[src/rtl/nco_time_cnt_if.sv]
// Control/status bundle for nco_time_cnt: NCO divisor, run/load controls,
// load and alarm values in; tick, time fields, day pulse and alarm flag out.
interface nco_time_cnt_if #(
  parameter int NCO_W = 32,
  parameter int CW    = 6
) ();
  logic [NCO_W-1:0] num;
  logic             run;
  logic             load;
  logic [CW-1:0]    ld_sec;
  logic [CW-1:0]    ld_min;
  logic [CW-1:0]    ld_hour;
  logic [CW-1:0]    alarm_sec;
  logic [CW-1:0]    alarm_min;
  logic [CW-1:0]    alarm_hour;
  logic             alarm_clr;
  logic             tick_o;
  logic [CW-1:0]    sec;
  logic [CW-1:0]    min;
  logic [CW-1:0]    hour;
  logic             day_o;
  logic             alarm_o;

  modport master (
    output num, run, load, ld_sec, ld_min, ld_hour,
           alarm_sec, alarm_min, alarm_hour, alarm_clr,
    input  tick_o, sec, min, hour, day_o, alarm_o
  );

  modport slave (
    input  num, run, load, ld_sec, ld_min, ld_hour,
           alarm_sec, alarm_min, alarm_hour, alarm_clr,
    output tick_o, sec, min, hour, day_o, alarm_o
  );
endinterface

[src/rtl/nco_time_cnt.sv]
// NCO tick enable driving a cascaded sec/min/hour chain, single clock domain.
// Optional sticky alarm compare is built when macro ALARM_EN is defined.
module nco_time_cnt #(
  parameter int NCO_W    = 32,
  parameter int CW       = 6,
  parameter int SEC_MOD  = 60,
  parameter int MIN_MOD  = 60,
  parameter int HOUR_MOD = 24
) (
  input  logic         clk,
  input  logic         rst_n,
  nco_time_cnt_if.slave bus
);

  logic [NCO_W-1:0] cnt_reg;
  logic [NCO_W-1:0] lim;
  logic             tick_reg;
  logic             day_reg;
  logic [CW-1:0]    field [3];
  logic [CW-1:0]    ld_val [3];
  logic [3:0]       carry;

  // num of 0 and 1 both collapse to a terminal count of 0 (tick every cycle)
  assign lim = (bus.num == '0) ? '0 : bus.num - NCO_W'(1);

  always_ff @(posedge clk or negedge rst_n) begin
    if (!rst_n) begin
      cnt_reg  <= '0;
      tick_reg <= 1'b0;
    end else if (bus.load) begin
      cnt_reg  <= '0;
      tick_reg <= 1'b0;
    end else if (bus.run) begin
      if (cnt_reg >= lim) begin
        cnt_reg  <= '0;
        tick_reg <= 1'b1;
      end else begin
        cnt_reg  <= cnt_reg + NCO_W'(1);
        tick_reg <= 1'b0;
      end
    end else begin
      tick_reg <= 1'b0;
    end
  end

  assign ld_val[0] = bus.ld_sec;
  assign ld_val[1] = bus.ld_min;
  assign ld_val[2] = bus.ld_hour;
  assign carry[0]  = tick_reg;

  // Stage gi advances when every lower stage wraps in the same tick cycle
  for (genvar gi = 0; gi < 3; gi++) begin : g_stage
    localparam int STAGE_MOD = (gi == 0) ? SEC_MOD : (gi == 1) ? MIN_MOD : HOUR_MOD;
    logic [CW-1:0] val_reg;
    logic          wrap;

    assign wrap          = (val_reg >= CW'(STAGE_MOD - 1));
    assign carry[gi + 1] = carry[gi] & wrap;
    assign field[gi]     = val_reg;

    always_ff @(posedge clk or negedge rst_n) begin
      if (!rst_n)
        val_reg <= '0;
      else if (bus.load)
        val_reg <= ld_val[gi];
      else if (carry[gi])
        val_reg <= wrap ? '0 : val_reg + CW'(1);
    end
  end

  always_ff @(posedge clk or negedge rst_n) begin
    if (!rst_n)
      day_reg <= 1'b0;
    else
      day_reg <= carry[3] & ~bus.load;
  end

  assign bus.tick_o = tick_reg;
  assign bus.sec    = field[0];
  assign bus.min    = field[1];
  assign bus.hour   = field[2];
  assign bus.day_o  = day_reg;

`ifdef ALARM_EN
  logic upd_reg;
  logic alarm_reg;
  logic match;

  assign match = (field[0] == bus.alarm_sec) && (field[1] == bus.alarm_min) &&
                 (field[2] == bus.alarm_hour);

  // Compare only right after the fields change, so a held match fires once
  always_ff @(posedge clk or negedge rst_n) begin
    if (!rst_n) begin
      upd_reg   <= 1'b0;
      alarm_reg <= 1'b0;
    end else begin
      upd_reg <= bus.load | tick_reg;
      if (bus.alarm_clr)
        alarm_reg <= 1'b0;
      else if (upd_reg && match)
        alarm_reg <= 1'b1;
    end
  end

  assign bus.alarm_o = alarm_reg;
`else
  logic unused_alarm;
  assign unused_alarm = ^{bus.alarm_sec, bus.alarm_min, bus.alarm_hour, bus.alarm_clr};
  assign bus.alarm_o  = 1'b0;
`endif

endmodule
[src/flat_wrapper.sv]
// flat-port wrapper written by rule: the top's interface ports become plain ports
module nco_time_cnt_flat 
#(
  parameter int NCO_W    = 32,
  parameter int CW       = 6,
  parameter int SEC_MOD  = 60,
  parameter int MIN_MOD  = 60,
  parameter int HOUR_MOD = 24
)
  (clk, rst_n, bus_num, bus_run, bus_load, bus_ld_sec, bus_ld_min, bus_ld_hour, bus_alarm_sec, bus_alarm_min, bus_alarm_hour, bus_alarm_clr, bus_tick_o, bus_sec, bus_min, bus_hour, bus_day_o, bus_alarm_o);
  nco_time_cnt_if #(.NCO_W(NCO_W), .CW(CW)) bus_i ();
  input  logic clk;
  input  logic rst_n;
  input wire logic [$bits(bus_i.num)-1:0] bus_num;
  input wire logic [$bits(bus_i.run)-1:0] bus_run;
  input wire logic [$bits(bus_i.load)-1:0] bus_load;
  input wire logic [$bits(bus_i.ld_sec)-1:0] bus_ld_sec;
  input wire logic [$bits(bus_i.ld_min)-1:0] bus_ld_min;
  input wire logic [$bits(bus_i.ld_hour)-1:0] bus_ld_hour;
  input wire logic [$bits(bus_i.alarm_sec)-1:0] bus_alarm_sec;
  input wire logic [$bits(bus_i.alarm_min)-1:0] bus_alarm_min;
  input wire logic [$bits(bus_i.alarm_hour)-1:0] bus_alarm_hour;
  input wire logic [$bits(bus_i.alarm_clr)-1:0] bus_alarm_clr;
  output wire logic [$bits(bus_i.tick_o)-1:0] bus_tick_o;
  output wire logic [$bits(bus_i.sec)-1:0] bus_sec;
  output wire logic [$bits(bus_i.min)-1:0] bus_min;
  output wire logic [$bits(bus_i.hour)-1:0] bus_hour;
  output wire logic [$bits(bus_i.day_o)-1:0] bus_day_o;
  output wire logic [$bits(bus_i.alarm_o)-1:0] bus_alarm_o;
  assign bus_i.num = bus_num;
  assign bus_i.run = bus_run;
  assign bus_i.load = bus_load;
  assign bus_i.ld_sec = bus_ld_sec;
  assign bus_i.ld_min = bus_ld_min;
  assign bus_i.ld_hour = bus_ld_hour;
  assign bus_i.alarm_sec = bus_alarm_sec;
  assign bus_i.alarm_min = bus_alarm_min;
  assign bus_i.alarm_hour = bus_alarm_hour;
  assign bus_i.alarm_clr = bus_alarm_clr;
  assign bus_tick_o = bus_i.tick_o;
  assign bus_sec = bus_i.sec;
  assign bus_min = bus_i.min;
  assign bus_hour = bus_i.hour;
  assign bus_day_o = bus_i.day_o;
  assign bus_alarm_o = bus_i.alarm_o;
  nco_time_cnt #(.NCO_W(NCO_W), .CW(CW), .SEC_MOD(SEC_MOD), .MIN_MOD(MIN_MOD), .HOUR_MOD(HOUR_MOD)) u_core (.clk(clk), .rst_n(rst_n), .bus(bus_i));
endmodule
[config.mk]
export PLATFORM = sky130hd
export DESIGN_NAME = nco_time_cnt_flat
export DESIGN_NICKNAME = d
export VERILOG_FILES = /design/src/rtl/nco_time_cnt_if.sv /design/src/rtl/nco_time_cnt.sv /design/src/flat_wrapper.sv
export SDC_FILE = /design/constraint.sdc
export NUM_CORES = 1
export LEC_CHECK = 0
export ABC_CLOCK_PERIOD_IN_PS = 2500
export CORE_ASPECT_RATIO = 0.8
export CORE_UTILIZATION = 38
export CTS_CLUSTER_SIZE = 30
export DETAILED_ROUTE_END_ITERATION = 6
export SLEW_MARGIN = 20
export SYNTH_ARGS = -nofsm -noshare
export SYNTH_HDL_FRONTEND = slang
export SYNTH_SLANG_ARGS = --single-unit
export TNS_END_PERCENT = 5
[constraint.sdc]
create_clock -name clk -period 2.5 [get_ports clk]
set_clock_uncertainty 0.05 [all_clocks]
set_input_delay 0.5 -clock clk [delete_from_list [all_inputs] [get_ports clk]]
set_output_delay 0.5 -clock clk [all_outputs]
set_load 0.02 [all_outputs]
==> results.ini <==
[worst_setup_path]
crit_buf_inv = 5
cpMostUsedCell = buf_6
cp_top_family = simple AND/OR/NAND/NOR gates
cp_max_fo = 8
cp-start-kind = primary input
path_class = in -> reg
rr_endpoint = u_core.cnt_reg[23]$_DFFE_PN0P_
r2r_cells = 11
r2r_slack_ns = -0.07
crit_chain = buf_6, or4_4, or4_4, and4bb_2, buf_6, nand2_2, xnor2_1, nand2_1, ha_4, nand4_1, nor4_2, o21ai_1, a41o_4, buf_6, buf_12, buf_16, a32oi_1, nor2_1
critPathCaptureType = flop
required_ns = 2.62
crit_arrival_ns = 4.25
worst_path_max_delay_cell = or4_4
max_stage_delay_ns = 0.52
r2r-start = u_core.cnt_reg[0]$_DFFE_PN0P_

[sta]
relSlewSlack_pct = 47.0
worst_pin_slew_ns = 0.794
min_period_ns = 4.13
setup_viol = 33
fin_crit_sh_pct = 165
fmax_ghz = 0.242
hold_slack_ns = 0.200
rsz0062_at_grt = true
hold_viol_final = 0
setup_ws_ns = -1.63
slew_viol_final = 0

[placed_design]
hpwl_um = 10700
place_inst = 885
dpl_cell_area_um2 = 6230
place.gp.congestion = 0.874
numPortBuffers = 73

[hold_path]
hp-class = in -> async

[finish]
final_area_um2 = 6880
final_common_cell = nand2_1
regArea_um2 = 1300
areaGrowthSynthToFinish_pct = 46.3
fillers = 1064
layout-drive-gt1-share_pct = 21.9
utilization_pct = 58.4
largest_reg_flops = 32
layout_common_cells = nand2_1 (104), buf_4 (87), clkdlybuf4s50_1 (67)
multiInputGateArea_um2 = 3430
finalNonFillerCells = 909
antenna_cells = 0
fin_nets = 871

[synthesis]
synth.avg_cell_area_um2 = 7.76
synth_area_leader_cell = dfrtp_1
yosysSeqAreaShare_pct = 27.7
ys_ff_latch = 52
syn_area_um2 = 4700
synth_ff_type = dfrtp_1
syn_inst = 606
synth_nets = 717
synth_edf_count = 0
synth_top_area_share_pct = 27.7
synth.distinct_cells = 59
yosys_warnings = 0
ys_async_sr_fraction_pct = 100
yosys-top-cells-area = dfrtp_1 (28%), ha_1 (10%), nand2_1 (8.5%)

[global_routing]
grt_usage_pct = 24.1
grt_antenna_before_repair = 0
grt_pass1_vias = 5141
overflow = 0
grt_pass1_wl_um = 24900
grt_max_degree = 34

[run_status]
failed_checks = setup timing
status = finished with violations

[clocking]
clock_path_buffers = 2
clk_pin_slew_worst_paths_ns = 0.07
cts.sink_count = 52
cts_hold_buf = 0
clock_tree.root_cell = clkbuf_16
cts_htree_levels = 2
insertion_delay_ns = 0.29
cts_buffers = 5
cts_tree = built

[power_and_ir_drop]
powerDensity_nw_per_um2 = 309
peakVddDrop_uv = 293
finalPower_w = 0.00213
leakage_nw = 2.92

[routing]
drtPass1Iterations = 6
drc = 0
ant_nets = 0
viasPerCell = 5.84
drt_wl_total_um = 15000
route.vias.total = 5313
wl_per_cell_um = 16.5
drt_iter0_markers = 463

[die]
die_y_um = 102
die_w_um = 126
ios = 94
dieArea_um2 = 12800
start_util_pct = 39.9
core.rowCount = 35
coreArea_um2 = 11800

[run]
drv_cap = 0

## metrics by stage
stage	setup WS, ns	TNS [ns]
floorplan	-1.78	-57.95
global placement	-2.26	-71.72
detailed placement	-2.33	-72.79
CTS	-1.59	-50.37
global route	-1.85	-57.81
finish	-1.63	-51.47
## worst max-delay path by stage
stage / to / start / slack, ns / cells after the start
final: u_core.cnt_reg[9]$_DFFE_PN0P_ / bus_num[9] / -1.63 / 18
after global routing: u_core.cnt_reg[9]$_DFFE_PN0P_ / bus_num[10] / -1.85 / 20
after CTS: u_core.cnt_reg[23]$_DFFE_PN0P_ / bus_num[9] / -1.59 / 18
after detailed placement: u_core.cnt_reg[12]$_DFFE_PN0P_ / bus_num[7] / -2.33 / 16
after global placement: u_core.cnt_reg[12]$_DFFE_PN0P_ / bus_num[7] / -2.26 / 16
after floorplan: u_core.cnt_reg[18]$_DFFE_PN0P_ / bus_num[7] / -1.78 / 16
## kinds of logic (layout without fill, tap and decap cells)
| family | count (synthesis) | after routing | share of synthesized area (%) |
|---|---|---|---|
| buffers and inverters | 48 | 203 | 4.28 |
| DFF | 52 | 52 | 27.7 |
| xor gates and xnor gates | 25 | 25 | 4.65 |
| and+or+nand+nor | 303 | 303 | 33.9 |
| other | 1 | 1 | 0.0797 |
| adders and majority gates | 38 | 38 | 10.1 |
| muxes | 7 | 7 | 1.57 |
| AOI/OAI and AO/OA | 132 | 132 | 17.8 |
## metal layers
metal	wire [µm]	global-route usage [%]	vias to the layer above
li1	-	-	2584
met1	7020	33.6	2533
met2	6950	39.7	176
met3	877	3.59	20
met4	140	4.82	0
met5	0	0	-
## report_power, final
part / internal (W) / switching (W) / leakage, nW
combinational: 0.000273 / 0.000247 / 2.16
sequential: 0.000870 / 0.0000429 / 0.689
clock: 0.000370 / 0.000323 / 0.0736
total: 0.00151 / 0.000613 / 2.92
## cell type report
cell class / instances / share of cell area, %
Sequential cell: 52 / 18.9
Clock inverter: 3 / 0.273
Clock buffer: 5 / 1.82
Inverter: 14 / 0.763
Multi-Input combinational cell: 506 / 49.9
Timing Repair Buffer: 181 / 25.7
Tap cell: 148 / 2.69
## cell usage after synthesis, drive strengths merged, types with 7 or more instances
| cell type | instances |
|---|---|
| nor2b | 8 |
| and2 | 7 |
| a31oi | 17 |
| a41oi | 8 |
| and3 | 10 |
| o31ai | 8 |
| nor3 | 23 |
| a21oi | 35 |
| nand2 | 107 |
| ha | 38 |
| nand4 | 30 |
| xnor2 | 12 |
| nor2 | 31 |
| dfrtp | 52 |
| clkbuf | 28 |
| nand3 | 31 |
| o21ai | 33 |
| xor2 | 13 |
| nor4 | 17 |
| inv | 14 |
## repair_timing
item / CTS / global route
gates resized for setup: 65 / 6
buffers inserted: 10 / 0
endpoints found under the setup margin: 33 / 33
gates cloned: 6 / 0
pin swaps: 39 / 8
Power figures use the tool's default switching activity.
